<file path="config.mk">
export PLATFORM = sky130hd
export DESIGN_NAME = stopwatch_cu_flat
export DESIGN_NICKNAME = d
export VERILOG_FILES = /design/src/rtl/stopwatch_pkg.sv /design/src/rtl/stopwatch_if.sv /design/src/rtl/btn_debounce.sv /design/src/rtl/stopwatch_cu.sv /design/src/flat_wrapper.sv
export SDC_FILE = /design/constraint.sdc
export NUM_CORES = 1
export LEC_CHECK = 0
export BUFFER_PORTS_ARGS = -buffer_cell sky130_fd_sc_hd__buf_2
export CELL_PAD_IN_SITES_DETAIL_PLACEMENT = 2
export CELL_PAD_IN_SITES_GLOBAL_PLACEMENT = 2
export CORE_MARGIN = 4
export CORE_UTILIZATION = 39
export CTS_CLUSTER_DIAMETER = 100
export DETAILED_ROUTE_END_ITERATION = 7
export PLACE_DENSITY = 0.86
export SLEW_MARGIN = 20
export SYNTH_ARGS = -nofsm -noshare
export SYNTH_HDL_FRONTEND = slang
export SYNTH_HIERARCHICAL = 1
export SYNTH_SLANG_ARGS = --single-unit
</file>
<file path="constraint.sdc">
create_clock -name clk -period 2.3 [get_ports clk]
set_input_delay 0 -clock clk [delete_from_list [all_inputs] [get_ports clk]]
set_output_delay 0 -clock clk [all_outputs]
set_load 0.01 [all_outputs]
</file>
<file path="src/rtl/stopwatch_pkg.sv">
// Shared constants for the stopwatch control unit: FSM state encoding and
// button index map used by the debounce array.
package stopwatch_pkg;

   typedef enum logic [1:0] {
      ST_STOP  = 2'd0,
      ST_RUN   = 2'd1,
      ST_LAP   = 2'd2,
      ST_CLEAR = 2'd3
   } state_t;

   localparam int NUM_BTN      = 3;
   localparam int BTN_RUN_STOP = 0;
   localparam int BTN_CLEAR    = 1;
   localparam int BTN_LAP      = 2;

endpackage

</file>
<file path="src/rtl/stopwatch_if.sv">
// Button inputs and control outputs of the stopwatch control unit.
// The control unit is the slave; the board/bench side is the master.
interface stopwatch_if;
   logic       btn_run_stop;
   logic       btn_clear;
   logic       btn_lap;
   logic       run;
   logic       clear;
   logic       lap_hold;
   logic [1:0] state_o;

   modport slave (
      input  btn_run_stop, btn_clear, btn_lap,
      output run, clear, lap_hold, state_o
   );

   modport master (
      output btn_run_stop, btn_clear, btn_lap,
      input  run, clear, lap_hold, state_o
   );
endinterface

</file>
<file path="src/rtl/btn_debounce.sv">
// One raw push-button to a single-cycle press pulse: 2-FF synchronizer,
// consecutive-cycle debounce counter, and rising-edge detect on the stable level.
module btn_debounce #(
   parameter int DEBOUNCE_CNT = 1_000_000
) (
   input  logic clk,
   input  logic reset,
   input  logic btn_in,
   output logic btn_pulse
);

   localparam int             CNT_W    = $clog2(DEBOUNCE_CNT);
   localparam logic [CNT_W-1:0] CNT_LAST = CNT_W'(DEBOUNCE_CNT - 1);

   logic             r_sync1;
   logic             r_sync2;
   logic             r_stable;
   logic             r_stable_prev;
   logic             r_pulse;
   logic [CNT_W-1:0] r_cnt;

   always_ff @(posedge clk) begin
      if (!reset) begin
         r_sync1       <= 1'b0;
         r_sync2       <= 1'b0;
         r_stable      <= 1'b0;
         r_stable_prev <= 1'b0;
         r_pulse       <= 1'b0;
         r_cnt         <= '0;
      end else begin
         r_sync1       <= btn_in;
         r_sync2       <= r_sync1;
         r_stable_prev <= r_stable;
         r_pulse       <= r_stable & ~r_stable_prev;
         // any agreement with the stable level restarts the count
         if (r_sync2 == r_stable) begin
            r_cnt <= '0;
         end else if (r_cnt == CNT_LAST) begin
            r_stable <= r_sync2;
            r_cnt    <= '0;
         end else begin
            r_cnt <= r_cnt + 1'b1;
         end
      end
   end

   assign btn_pulse = r_pulse;

endmodule

</file>
<file path="src/rtl/stopwatch_cu.sv">
// Stopwatch control unit: three debounced buttons drive a Moore FSM that
// produces run / clear / lap_hold for the tick divider and time counters.
//
//  state | meaning
//  STOP  | counters halted, display live
//  RUN   | counters running, display live
//  LAP   | counters running, display frozen
//  CLEAR | one-cycle clear pulse, then back to STOP
module stopwatch_cu
   import stopwatch_pkg::*;
#(
   parameter int DEBOUNCE_CNT = 1_000_000
) (
   input  logic        clk,
   input  logic        reset,
   stopwatch_if.slave  sw
);

   logic [NUM_BTN-1:0] w_btn_raw;
   logic [NUM_BTN-1:0] w_pulse;
   state_t             r_state;
   state_t             w_state_nxt;

   assign w_btn_raw[BTN_RUN_STOP] = sw.btn_run_stop;
   assign w_btn_raw[BTN_CLEAR]    = sw.btn_clear;
   assign w_btn_raw[BTN_LAP]      = sw.btn_lap;

   for (genvar g = 0; g < NUM_BTN; g++) begin : g_btn
      btn_debounce #(
         .DEBOUNCE_CNT (DEBOUNCE_CNT)
      ) u_debounce (
         .clk       (clk),
         .reset     (reset),
         .btn_in    (w_btn_raw[g]),
         .btn_pulse (w_pulse[g])
      );
   end

   always_ff @(posedge clk) begin
      if (!reset) begin
         r_state <= ST_STOP;
      end else begin
         r_state <= w_state_nxt;
      end
   end

   // run_stop is tested first in every state, giving run_stop > clear > lap
   always_comb begin
      w_state_nxt = r_state;
      unique case (r_state)
         ST_STOP: begin
            if (w_pulse[BTN_RUN_STOP])   w_state_nxt = ST_RUN;
            else if (w_pulse[BTN_CLEAR]) w_state_nxt = ST_CLEAR;
         end
         ST_RUN: begin
            if (w_pulse[BTN_RUN_STOP]) w_state_nxt = ST_STOP;
            else if (w_pulse[BTN_LAP]) w_state_nxt = ST_LAP;
         end
         ST_LAP: begin
            if (w_pulse[BTN_RUN_STOP]) w_state_nxt = ST_STOP;
            else if (w_pulse[BTN_LAP]) w_state_nxt = ST_RUN;
         end
         ST_CLEAR: w_state_nxt = ST_STOP;
         default:  w_state_nxt = ST_STOP;
      endcase
   end

   assign sw.run      = (r_state == ST_RUN) || (r_state == ST_LAP);
   assign sw.clear    = (r_state == ST_CLEAR);
   assign sw.lap_hold = (r_state == ST_LAP);
   assign sw.state_o  = r_state;

endmodule

</file>
<file path="src/flat_wrapper.sv">
// flat-port wrapper written by rule: the top's interface ports become plain ports
module stopwatch_cu_flat import stopwatch_pkg::*;
#(
   parameter int DEBOUNCE_CNT = 1_000_000
)
  (clk, reset, sw_btn_run_stop, sw_btn_clear, sw_btn_lap, sw_run, sw_clear, sw_lap_hold, sw_state_o);
  stopwatch_if sw_i ();
  input  logic clk;
  input  logic reset;
  input wire logic [$bits(sw_i.btn_run_stop)-1:0] sw_btn_run_stop;
  input wire logic [$bits(sw_i.btn_clear)-1:0] sw_btn_clear;
  input wire logic [$bits(sw_i.btn_lap)-1:0] sw_btn_lap;
  output wire logic [$bits(sw_i.run)-1:0] sw_run;
  output wire logic [$bits(sw_i.clear)-1:0] sw_clear;
  output wire logic [$bits(sw_i.lap_hold)-1:0] sw_lap_hold;
  output wire logic [$bits(sw_i.state_o)-1:0] sw_state_o;
  assign sw_i.btn_run_stop = sw_btn_run_stop;
  assign sw_i.btn_clear = sw_btn_clear;
  assign sw_i.btn_lap = sw_btn_lap;
  assign sw_run = sw_i.run;
  assign sw_clear = sw_i.clear;
  assign sw_lap_hold = sw_i.lap_hold;
  assign sw_state_o = sw_i.state_o;
  stopwatch_cu #(.DEBOUNCE_CNT(DEBOUNCE_CNT)) u_core (.clk(clk), .reset(reset), .sw(sw_i));
endmodule
</file>
* Word-level counts from Yosys, hierarchy flattened
Index checks and enable logic that the tools add are counted.
** Operators by class
- $add $sub $neg :: 3
- Reductions and logical operators :: 9
- Multiplexer cells :: 7
- Eq/ne operators :: 12
- Bitwise logic cells :: 10
** Operators by type and width (number)
- $add A20 B1 Y20 const B :: 3
- $eq A20 B20 Y1 const B :: 3
- $mux W2 :: 6
- $reduce_or A3 Y1 :: 3
- $pmux W2 S4 :: 1
- $not A1 Y1 :: 7
- $ne A3 B3 Y1 const B :: 2
- $reduce_and A2 Y1 :: 3
- $eq A2 B2 Y1 const B :: 2
- $and A1 B1 Y1 :: 3
- $eq A1 B1 Y1 :: 3
- $ne A3 B1 Y1 const B :: 1
- $reduce_and A3 Y1 :: 1
- $eq A2 B1 Y1 const B :: 1
- $logic_not A2 Y1 :: 1
- $logic_or A1 B1 Y1 :: 1
** Storage, ports and cells
- Register bits after elaboration :: 77
- Input bits :: 5
- Output and inout port bits :: 5

* Logic depth before layout (Yosys ltp)
- Depth in word-level cells :: 3
- Depth in mapped cells :: 6
- Mapped depth without buffers :: 5

* Hierarchy
Netlist, hierarchy kept.
** Modules (own cells, without submodules)
- btn_debounce :: cells each 116, times used 3, area an instance 1081.0 um2
- stopwatch_cu :: cells each 21, times used 1, area an instance 229.0 um2

* Worst setup path after synthesis
Ideal clock, no wire load.
- Path type :: reg-to-reg
- From :: register u_core.g_btn[0].u_debounce.r_cnt[16]
- To :: register u_core.g_btn[0].u_debounce.r_cnt[15]
- Data arrival time :: 1832 ps
- Library setup time :: 115 ps
- Path buffers :: 1
- Slack :: 353 ps
- Period minus slack after synthesis :: 1947 ps
- Cell stages (with the launch flop) :: 6
- Required time :: 2185 ps
- Path through :: dfxtp_1 -> nand3_1 -> or4b_2 -> o31ai_4 -> buf_4 -> nor2_1
** Between the ends
- Cells in the longest elaborated chain, start to end :: 2
** Ends and longest elaborated chain
- from (decl) :: RTL line btn_debounce.sv:20 : logic [CNT_W-1:0] r_cnt;
- from (signal assigned) :: RTL line btn_debounce.sv:42 : r_cnt <= r_cnt + 1'b1;
- $eq A20 B20 Y1 :: RTL line btn_debounce.sv:38 : end else if (r_cnt == CNT_LAST) begin
- $reduce_or A3 Y1 (no line)
Every way passes these cells.
A chain may end at the register's enable or synchronous reset.

* Worst setup path in the final report
- From :: register u_core.g_btn[1].u_debounce.r_cnt[7]
- To :: register u_core.g_btn[1].u_debounce.r_cnt[17]
** Between the ends
- Cells in the longest elaborated chain, start to end :: 2
- Elaborated cells on any way between the ends :: 3
- Classes of those cells :: 1 x add/sub; 1 x eq/ne; 1 x reduce/logical
** Ends and longest elaborated chain (RTL line)
- from (decl) :: btn_debounce.sv:20
- from (signal assigned) :: btn_debounce.sv:42
- parallel branches: the longest is 2 deep, another holds $add A20 B1 Y20
Parallel ways; which one is timed is not known.

==> metrics.md <==
| Metric | Value |
|---|---|
| Status | `complete, no violations` |
| Synthesized flop and latch total | `77` |
| All-Layer GR Usage | `0.190` |
| Final WL | `9030 um` |
| Hold_buf cts | `3` |
| Synthesis warning total | `6` |
| Hold slack | `78.1 ps` |
| Compound-Gate Fraction of Synth Area | `0.0811` |
| CP max FO | `8` |
| Postcts setup bufs | `0` |
| Core Rows | `34` |
| Max IR drop VDD | `0.000410 V` |
| XOR/XNOR Fraction of Synth Area | `0.114` |
| Final period util | `0.924` |
| Critical Path Source Type | `flop` |
| First-pass GRT wire length | `15500 um` |
| Die area | `10500 um^2` |
| Syn nets | `382` |
| Core area | `8680 um^2` |
| TritonRoute pass-1 iters | `4` |
| Area grow syn2layout | `12.6%` |
| Crit end category | `flop` |
| DP HPWL | `6450 um` |
| PD cells | `708 nW/um^2` |
| Setup WS pre-CTS | `192 ps` |
| Final setup viols | `0` |
| CP Data Arrival Time | `2410 ps` |
| Sink Count | `77` |
| Worst-Skew Late Latency | `350 ps` |
| Die Wd | `102 um` |
| Fmax | `0.470 GHz` |
| Drt drc | `0` |
| Cell variety after synth | `35` |
| HP Class | `input port to flop` |
| Largest net degree at the start of global routing | `21` |
| First DRT Iteration DRCs | `67` |
| FF/Latch Area | `1540 um^2` |
| Setup Skew | `10.9 ps` |
| Critical path class | `flop to flop` |
| Vias in the first global route | `3107` |
| Die Y-Extent | `102 um` |
| Post-layout instance area | `3910 um^2` |
| Simple-Gate Fraction of Synth Area | `0.299` |
| Fillcell total | `952` |
| Final GP Congestion | `0.802` |
| # diodes | `0` |
| Syn Std Cell Area | `3470 um^2` |
| Worst slew pin tran | `391 ps` |
| Pins Over Slew Limit | `0` |
| Total CTS buffers | `9` |
| Initial antenna violation count | `0` |
| Unrepaired setup endpoints after global routing | `false` |
| Final count of hold timing violations | `0` |
| Number of synthesized flops with an enable pin | `0` |
| Buffers on Ports | `9` |
| Dominant synthesized flop cell | `dfxtp_1` |
| TNS Setup | `0 ps` |
| Adder-cell area share of the yosys netlist | `0.0288` |
| Fin nets | `406` |
| Share of cells above drive strength 1 | `0.151` |
| Multiplexer share of the synthesized area | `0.00865` |
| FFs w/ async S/R, synth | `0` |
| Num ports | `10` |
| Post-CTS Resized | `0` |
| Syn_area_per_cell | `9.41 um^2` |
| Max cap viols | `0` |
| H-tree Lvls | `3` |
| Per-cell routed wire length | `17.9 um` |
| CTS tree | `built` |
| Placed cell count | `487` |
| Via/cell ratio | `5.48` |
| Routed Antenna Nets | `0` |
| Placed Area | `3670 um^2` |
| Post-route insts no fill | `505` |
| CP Data Required Time | `2580 ps` |
| Rel. slew slack | `0.737` |
| CTS Buffer Depth | `2` |
| Via Count | `2765` |
| Remaining global-route overflow | `0` |
| Synth Instances | `369` |
| Register area share after synthesis | `0.444` |
| Clock root buffer | `clkbuf_8` |
| Setup ws final | `175 ps` |
| Leakage | `0.00130 uW` |
| Minimum clock period | `2130 ps` |
| Starting Density | `0.400` |
| Clock slew at reported path FFs | `90 ps` |
| Largest family of logic cells by synthesized area | `simple AND/OR/NAND/NOR gates` |
| Multi-input gate area | `1840 um^2` |
[state kept, by name, summed over array words and instances, names as in the netlist]
| register | flops |
|---|---|
| u_core/g_btn.u_debounce/r_sync1 | 3 |
| u_core/g_btn.u_debounce/r_cnt | 60 |
| u_core/g_btn.u_debounce/r_sync2 | 3 |
| u_core/g_btn.u_debounce/r_stable | 3 |
| u_core/sw.state_o | 2 |
| u_core/g_btn.u_debounce/r_stable_prev | 3 |
| u_core/g_btn.u_debounce/btn_pulse | 3 |
[area by class of cell]
class | count | share of cell area
Timing Repair Buffer | 19 | 0.0326
Multi-Input combinational cell | 273 | 0.472
Tap cell | 108 | 0.0346
Clock buffer | 9 | 0.0317
Sequential cell | 77 | 0.394
Clock inverter | 6 | 0.0227
Inverter | 13 | 0.0125
[worst paths after layout]
path	start	end	slack (ps)	depth (start not counted)
hold / removal	reset	u_core/g_btn[2].u_debounce/r_sync1$_SDFF_PN0_	80	2
setup / recovery	u_core/g_btn[1].u_debounce/r_cnt[7]$_SDFF_PP0_	u_core/g_btn[1].u_debounce/r_cnt[17]$_SDFF_PP0_	170	4
setup reg to reg	u_core/g_btn[1].u_debounce/r_cnt[7]$_SDFF_PP0_	u_core/g_btn[1].u_debounce/r_cnt[17]$_SDFF_PP0_	170	4
hold reg to reg	u_core/g_btn[1].u_debounce/r_stable_prev$_SDFF_PN0_	u_core/g_btn[1].u_debounce/btn_pulse$_SDFF_PN0_	380	1
[cell usage in the layout, fill, tap and decap left out, types with 8 or more instances in the layout]
cell type	netlist	layout
nor3_1	16	16
nor4_1	15	15
xor2_1	12	12
and2_1	9	9
nor2_1	54	54
and3_1	9	9
clkbuf_8	0	9
nand2_1	24	24
dfxtp_1	77	77
or4_1	9	9
nand3_1	21	21
ha_1	8	8
inv_1	13	13
buf_2	3	9
a21oi_1	10	10
xnor2_1	33	33
[metal layers]
metal / track usage / wire, um / vias to the layer above
li1: - / - / 1341
met5: 0 / 0 / -
met1: 0.217 / 3870 / 1388
met3: 0.0314 / 184 / 8
met2: 0.357 / 4850 / 28
met4: 0.0636 / 114 / 0
[where the power goes]
group | switching [uW] | internal (uW) | leakage (uW) | total, uW
registers | 22.7 | 1350 | 0.000622 | 1370
clock network | 505 | 605 | 0.000101 | 1110
logic | 161 | 123 | 0.000575 | 283
[cells by family after synthesis]
kind of cell / Yosys count
xor gates and xnor gates: 45
muxes: 3
AOI/OAI and AO/OA: 33
DFF: 77
adders and majority gates: 8
buffers and inverters: 19
and+or+nand+nor: 184
[worst max-delay path, stage by stage, from the launching register on]
cell     delay, ps
dfxtp_1        490
nand4_4        170
or4_1          690
or4b_4         570
a21oi_2        140
[synthesized netlist by cell type, types with 7 or more instances]
cell / instances / area share
nor4_1: 15 / 0.027
nand2_1: 24 / 0.026
ha_1: 8 / 0.029
a21oi_1: 10 / 0.014
or4_1: 9 / 0.019
nand3_1: 21 / 0.030
xor2_1: 12 / 0.030
and3_1: 9 / 0.016
inv_1: 13 / 0.014
xnor2_1: 33 / 0.083
and2_1: 9 / 0.016
o21ai_0: 7 / 0.010
dfxtp_1: 77 / 0.44
nor2_1: 54 / 0.058
nor3_1: 16 / 0.023
[through the flow]
stage | utilization | power, uW
global placement | 0.423 | 1670
finish | 0.451 | 2770
global route | 0.451 | 2910
floorplan | - | 1610
CTS | 0.451 | 2810
detailed placement | 0.423 | 1680
(Power assumes the default switching activity.)
